$ cat src/rtl/secuenciador_pkg.sv
// Shared types and helpers for the multi-byte add/subtract sequencer.
package secuenciador_pkg;

  typedef enum logic [1:0] {
    REPOSO  = 2'd0,
    SUMANDO = 2'd1,
    FIN     = 2'd2
  } estado_t;

  localparam int ANCHO_BYTE = 8;

  // Width of the byte index register; at least one bit even for tiny widths.
  function automatic int ancho_indice(input int num_bytes);
    return (num_bytes > 1) ? $clog2(num_bytes) : 1;
  endfunction

endpackage

$ cat src/rtl/secuenciador_suma_multibyte.sv
// Multi-byte add/subtract sequencer driving an external 8-bit ripple adder.
// Operands are latched on an accepted start and fed to the adder one byte
// per cycle, LSB first, with the carry chained through a register.
// Optional feature macro: SECUENCIADOR_RESTA_EN enables subtraction
// (B inverted, carry-in of byte 0 = resta). Without it `resta` is ignored.
//
// Handshake: `inicio` is a single-cycle request sampled on the rising edge;
// it is taken in REPOSO, and also on the closing edge of FIN so operations
// can run back to back every NUM_BYTES+1 cycles. While SUMANDO it is
// dropped with no queueing. `listo` pulses for the single FIN cycle, during
// which resultado and the flags are valid; they then hold until the next
// accepted start.
module secuenciador_suma_multibyte
  import secuenciador_pkg::*;
#(
  parameter int NUM_BYTES = 4
) (
  input  logic                            reloj,
  input  logic                            reinicio,
  input  logic                            inicio,
  input  logic                            resta,
  input  logic [ANCHO_BYTE*NUM_BYTES-1:0] operando_a,
  input  logic [ANCHO_BYTE*NUM_BYTES-1:0] operando_b,
  output logic [ANCHO_BYTE-1:0]           byte_a_sumador,
  output logic [ANCHO_BYTE-1:0]           byte_b_sumador,
  output logic                            acarreo_al_sumador,
  input  logic [ANCHO_BYTE-1:0]           suma_del_sumador,
  input  logic                            acarreo_del_sumador,
  output logic [ANCHO_BYTE*NUM_BYTES-1:0] resultado,
  output logic                            acarreo_final,
  output logic                            desbordamiento,
  output logic                            cero,
  output logic                            ocupado,
  output logic                            listo,
  output logic [1:0]                      estado_depuracion
);

  localparam int W  = ANCHO_BYTE * NUM_BYTES;
  localparam int IW = ancho_indice(NUM_BYTES);
  localparam logic [IW-1:0] ULTIMO = IW'(NUM_BYTES - 1);

  estado_t                 estado_q, estado_d;
  logic [IW-1:0]           indice_q, indice_d;
  logic [W-1:0]            a_q, a_d;
  logic [W-1:0]            b_q, b_d;
  logic                    acarreo_q, acarreo_d;
  logic [W-1:0]            resultado_q, resultado_d;
  logic                    acarreo_final_q, acarreo_final_d;
  logic                    desbordamiento_q, desbordamiento_d;

  logic                    aceptar;
  logic [ANCHO_BYTE-1:0]   byte_a_sel;
  logic [ANCHO_BYTE-1:0]   byte_b_sel;
  logic [ANCHO_BYTE-1:0]   b_presentado;
  logic                    acarreo_inicial;

  // A start is taken whenever the sequencer is not mid-operation.
  assign aceptar = inicio && (estado_q != SUMANDO);

`ifdef SECUENCIADOR_RESTA_EN
  logic resta_q;

  // Operation mode, captured together with the operands.
  always_ff @(posedge reloj) begin
    if (reinicio) begin
      resta_q <= 1'b0;
    end else if (aceptar) begin
      resta_q <= resta;
    end
  end

  assign b_presentado    = byte_b_sel ^ {ANCHO_BYTE{resta_q}};
  assign acarreo_inicial = resta_q;
`else
  logic unused_resta;

  assign unused_resta    = resta;
  assign b_presentado    = byte_b_sel;
  assign acarreo_inicial = 1'b0;
`endif

  // Select the operand bytes addressed by the current index.
  always_comb begin
    byte_a_sel = '0;
    byte_b_sel = '0;
    for (int k = 0; k < NUM_BYTES; k++) begin
      if (indice_q == IW'(k)) begin
        byte_a_sel = a_q[k*ANCHO_BYTE +: ANCHO_BYTE];
        byte_b_sel = b_q[k*ANCHO_BYTE +: ANCHO_BYTE];
      end
    end
  end

  // Next-state and adder-side outputs of the byte sequencer.
  always_comb begin
    estado_d           = estado_q;
    indice_d           = indice_q;
    a_d                = a_q;
    b_d                = b_q;
    acarreo_d          = acarreo_q;
    resultado_d        = resultado_q;
    acarreo_final_d    = acarreo_final_q;
    desbordamiento_d   = desbordamiento_q;
    byte_a_sumador     = '0;
    byte_b_sumador     = '0;
    acarreo_al_sumador = 1'b0;

    case (estado_q)
      REPOSO, FIN: begin
        if (aceptar) begin
          estado_d    = SUMANDO;
          a_d         = operando_a;
          b_d         = operando_b;
          indice_d    = '0;
          acarreo_d   = 1'b0;
          resultado_d = '0;
        end else begin
          estado_d = REPOSO;
        end
      end
      SUMANDO: begin
        byte_a_sumador     = byte_a_sel;
        byte_b_sumador     = b_presentado;
        acarreo_al_sumador = (indice_q == '0) ? acarreo_inicial : acarreo_q;
        for (int k = 0; k < NUM_BYTES; k++) begin
          if (indice_q == IW'(k)) begin
            resultado_d[k*ANCHO_BYTE +: ANCHO_BYTE] = suma_del_sumador;
          end
        end
        acarreo_d = acarreo_del_sumador;
        indice_d  = indice_q + 1'b1;
        if (indice_q == ULTIMO) begin
          acarreo_final_d  = acarreo_del_sumador;
          // Signed overflow: same-sign operands giving a different-sign sum.
          desbordamiento_d = (byte_a_sel[ANCHO_BYTE-1] == b_presentado[ANCHO_BYTE-1]) &&
                             (suma_del_sumador[ANCHO_BYTE-1] != byte_a_sel[ANCHO_BYTE-1]);
          estado_d         = FIN;
        end
      end
      default: begin
        estado_d = REPOSO;
      end
    endcase
  end

  // State and datapath registers with synchronous reset.
  always_ff @(posedge reloj) begin
    if (reinicio) begin
      estado_q         <= REPOSO;
      indice_q         <= '0;
      a_q              <= '0;
      b_q              <= '0;
      acarreo_q        <= 1'b0;
      resultado_q      <= '0;
      acarreo_final_q  <= 1'b0;
      desbordamiento_q <= 1'b0;
    end else begin
      estado_q         <= estado_d;
      indice_q         <= indice_d;
      a_q              <= a_d;
      b_q              <= b_d;
      acarreo_q        <= acarreo_d;
      resultado_q      <= resultado_d;
      acarreo_final_q  <= acarreo_final_d;
      desbordamiento_q <= desbordamiento_d;
    end
  end

  assign resultado         = resultado_q;
  assign acarreo_final     = acarreo_final_q;
  assign desbordamiento    = desbordamiento_q;
  assign cero              = (resultado_q == '0);
  assign ocupado           = (estado_q != REPOSO);
  assign listo             = (estado_q == FIN);
  assign estado_depuracion = estado_q;

endmodule
$ cat config.mk
export PLATFORM = sky130hd
export DESIGN_NAME = secuenciador_suma_multibyte
export DESIGN_NICKNAME = d
export VERILOG_FILES = /design/src/rtl/secuenciador_pkg.sv /design/src/rtl/secuenciador_suma_multibyte.sv
export SDC_FILE = /design/constraint.sdc
export NUM_CORES = 1
export LEC_CHECK = 0
export ABC_AREA = 1
export BUFFER_PORTS_ARGS = -buffer_cell sky130_fd_sc_hd__buf_2
export CAP_MARGIN = 10
export CORE_MARGIN = 2
export CORE_UTILIZATION = 50
export DETAILED_ROUTE_END_ITERATION = 8
export MAX_ROUTING_LAYER = met4
export PLACE_DENSITY_LB_ADDON = 0.3
export SYNTH_ARGS = -nofsm -noshare
export SYNTH_HDL_FRONTEND = slang
export SYNTH_SLANG_ARGS = --single-unit
$ cat constraint.sdc
create_clock -name reloj -period 1.8 [get_ports reloj]
set_input_delay 0.09 -clock reloj [delete_from_list [all_inputs] [get_ports reloj]]
set_output_delay 0.09 -clock reloj [all_outputs]
set_load 0.03 [all_outputs]
==> metrics.yaml <==
clockRootBuffer: "clkbuf_8"
grt_start_max_net_pins: 64
crit_family: "buffers and inverters"
grt_pass1_vias: 4191
avgSynthCellArea_um2: 7.37
cts_max_level: 3
vdd_drop_max_v: 0.000510
critPathCaptureType: "primary output"
totalPowerFinal_mw: 5.29
crit_fanout: 7
fin_worst_skew_ns: 0.0169
antenna_found_initial: 0
min-delay-start: "operando_a[0]"
worstSetupPathType: "reg -> out"
finalSetupViolations: 8
outcome: "finished, violations left"
slowest_delay_ns: 0.38
hold_slack_ns: -0.00486
antenna_left: 0
nFillCells: 649
synthesis.nets: 658
startpoint_type: "flip-flop"
timing.rr.start: "indice_q[0]$_SDFFE_PP0P_"
synth_warnings: 0
hold_path_depth: 3
fin_ws_ns: -0.0392
multiInputGateArea_mm2: 0.00204
power_leakage_nw: 2.68
syn_to_final_growth_pct: 36.4
via_per_inst: 5.39
num_rows: 33
timing.slew.headroom_pct: 63.3
fin_nets: 816
core-area_mm2: 0.00822
final_core_util_pct: 70.5
rrSetupSlack_ns: 0.09
finalHoldViolCount: 3
grt_first_pass_wirelength_um: 19600
rsz0062_at_grt: "yes"
fin_crit_ns: 1.84
clk_pin_slew_ns: 0.10
min_path_type: "in -> reg"
io-pin-count: 133
start_util_pct: 51.7
port_buffers: 131
failed_checks: "hold timing, setup timing"
cts.sinks: 103
n_antenna_cell: 0
clk_latency_ns: 0.37
path_buf_inv: 2
hpwl_um: 8020
ys_types: 26
path_common_cell: "nand2_1"
cts_tree: "yes"
yosys-top-cells-area: "dfxtp_1 49%, nor2_1 12%, o21ai_0 9.8%"
cap_violations: 0
drive_gt1_share_pct: 27.1
yosysTopAreaCell: "dfxtp_1"
arrival_ns: 1.75
dr.first_iter.drc_count: 277
ff_latch_area_mm2: 0.00207
drc: 0
worstRegToRegCells: 8
yosys.area.top_type_share_pct: 48.6
timing.fmax_ghz: 0.544
synth.ff_latch_count: 103
gp_congestion: 0.896
syn_inst: 576
dp_slack_ns: 0.116
cts_inserted_buffers: 9
fp.dieW_um: 96.1
seq_area_frac_synth_pct: 48.6
via_count: 4546
power_density_mw_per_mm2: 914
fin_crit_sh_pct: 102
wl_per_cell_um: 15.0
die_height_um: 96.1
clock_path_buffers: 2
slew_violations: 0
grt.total_usage_pct: 28.2
reg2reg_to: "desbordamiento$_SDFFE_PP0P_"
cpMaxStageDelayCell: "dfxtp_4"
synth_area_mm2: 0.00424
die_area_mm2: 0.00924
finalSetupTns_ns: -0.200
crit_chain: "ha_2 > nand2_4 > clkinvlp_4 > nand2_1 > nand2_1 > buf_2"
grt.overflow.total: 0
wl_um: 12700
dr.pass1.iters: 5
holdPathEnd: "a_q[0]$_SDFFE_PP0P_"
cp.required_ns: 1.71
worst_pin_slew_ns: 0.550
==> cell usage in the layout, fill, tap and decap left out, types with 9 or more instances in the layout <==
master	instances
nor2_1	135
buf_2	118
dfxtp_1	100
o21ai_0	83
nand2_1	73
a21oi_1	49
dlygate4sd3_1	32
nand3_1	27
buf_4	22
o211ai_1	13
clkbuf_8	10
buf_6	9
==> registers in the layout (all words and copies together) (netlist names) <==
signal	count
indice_q	2
a_q	32
acarreo_final	1
resultado	32
b_q	32
estado_depuracion	2
desbordamiento	1
acarreo_q	1
==> metal layers <==
layer / part of all wire [%] / up-vias / track usage [%] / wire length, um
li1: - / 2236 / - / -
met1: 44 / 2093 / 35.4 / 5560
met2: 47 / 181 / 45.1 / 6010
met3: 6.3 / 36 / 4.78 / 801
met4: 2.5 / 0 / 11.3 / 316
met5: 0 / - / - / 0
==> where the power goes <==
part	total (mW)	internal, mW	leakage, nW	switching [mW]
combinational	1.12	0.429	1.71	0.688
sequential	2.58	2.46	0.853	0.119
clock	1.59	0.817	0.116	0.778
total	5.29	3.71	2.68	1.59
==> worst max-delay path by stage <==
stage	from	end	slack [ns]	depth (start not counted)
after floorplan	estado_depuracion[0]$_SDFFE_PP0N_	byte_a_sumador[6]	0.06	7
after global placement	indice_q[1]$_SDFFE_PP0P_	byte_a_sumador[7]	0.16	10
after detailed placement	indice_q[1]$_SDFFE_PP0P_	byte_a_sumador[7]	0.12	10
after CTS	indice_q[1]$_SDFFE_PP0P_	byte_a_sumador[7]	-0.009	10
after global routing	indice_q[1]$_SDFFE_PP0P_	byte_a_sumador[7]	-0.11	10
final	indice_q[0]$_SDFFE_PP0P_	byte_b_sumador[4]	-0.04	6
==> tightest hold or removal path, delay by kind of cell <==
kind / cells / cell delay (ns)
AOI/OAI and AO/OA: 1 / 0.08
buffers and inverters: 1 / 0.07
and+or+nand+nor: 1 / 0.09
==> metrics by stage <==
step	cells	area (um^2)
floorplan	576	4250
global route	844	5790
global placement	789	5010
detailed placement	789	5010
finish	844	5790
CTS	844	5730
==> cell families after synthesis <==
| kind of cell | after synthesis | synth area share [%] |
|---|---|---|
| adder cells (fa/ha/maj) | 5 | 1.47 |
| buffers and inverters | 54 | 5.25 |
| flip-flops | 103 | 48.6 |
| AO/OA/AOI/OAI | 164 | 20.6 |
| AND/OR/NAND/NOR | 250 | 24.1 |
==> cell usage after synthesis <==
library cell / number
o21ai_2: 2
nor2_2: 1
buf_4: 1
clkbuf_1: 28
buf_1: 1
nor2_8: 1
nor3b_1: 1
o21ai_4: 1
clkinv_1: 1
nand3_1: 27
o211ai_1: 13
nand4_1: 2
nand2_1: 74
a21oi_1: 56
inv_2: 6
nor2_1: 135
dfxtp_1: 103
inv_1: 9
o21a_1: 1
o21ai_1: 8
ha_1: 5
buf_2: 7
buf_6: 1
nor4_1: 8
nand2_2: 1
o21ai_0: 83
==> area by class of cell <==
type	count	area share (%)
Sequential cell	103	35.8
Clock buffer	10	2.38
Timing Repair Buffer	184	21.4
Inverter	16	1.34
Tap cell	105	2.27
Clock inverter	6	1.45
Timing Repair inverter	1	0.130
Multi-Input combinational cell	419	35.3
==> repair_timing <==
action                                  in CTS  in global routing
gates resized for setup                     39                 22
gates cloned                                 2                  0
endpoints found under the setup margin      17                 17
hold endpoints to repair                    33                  0
setup buffers                                5                  0
hold buffers                                32                  0
pin swaps                                    1                  6
(Power assumes the default switching activity.)
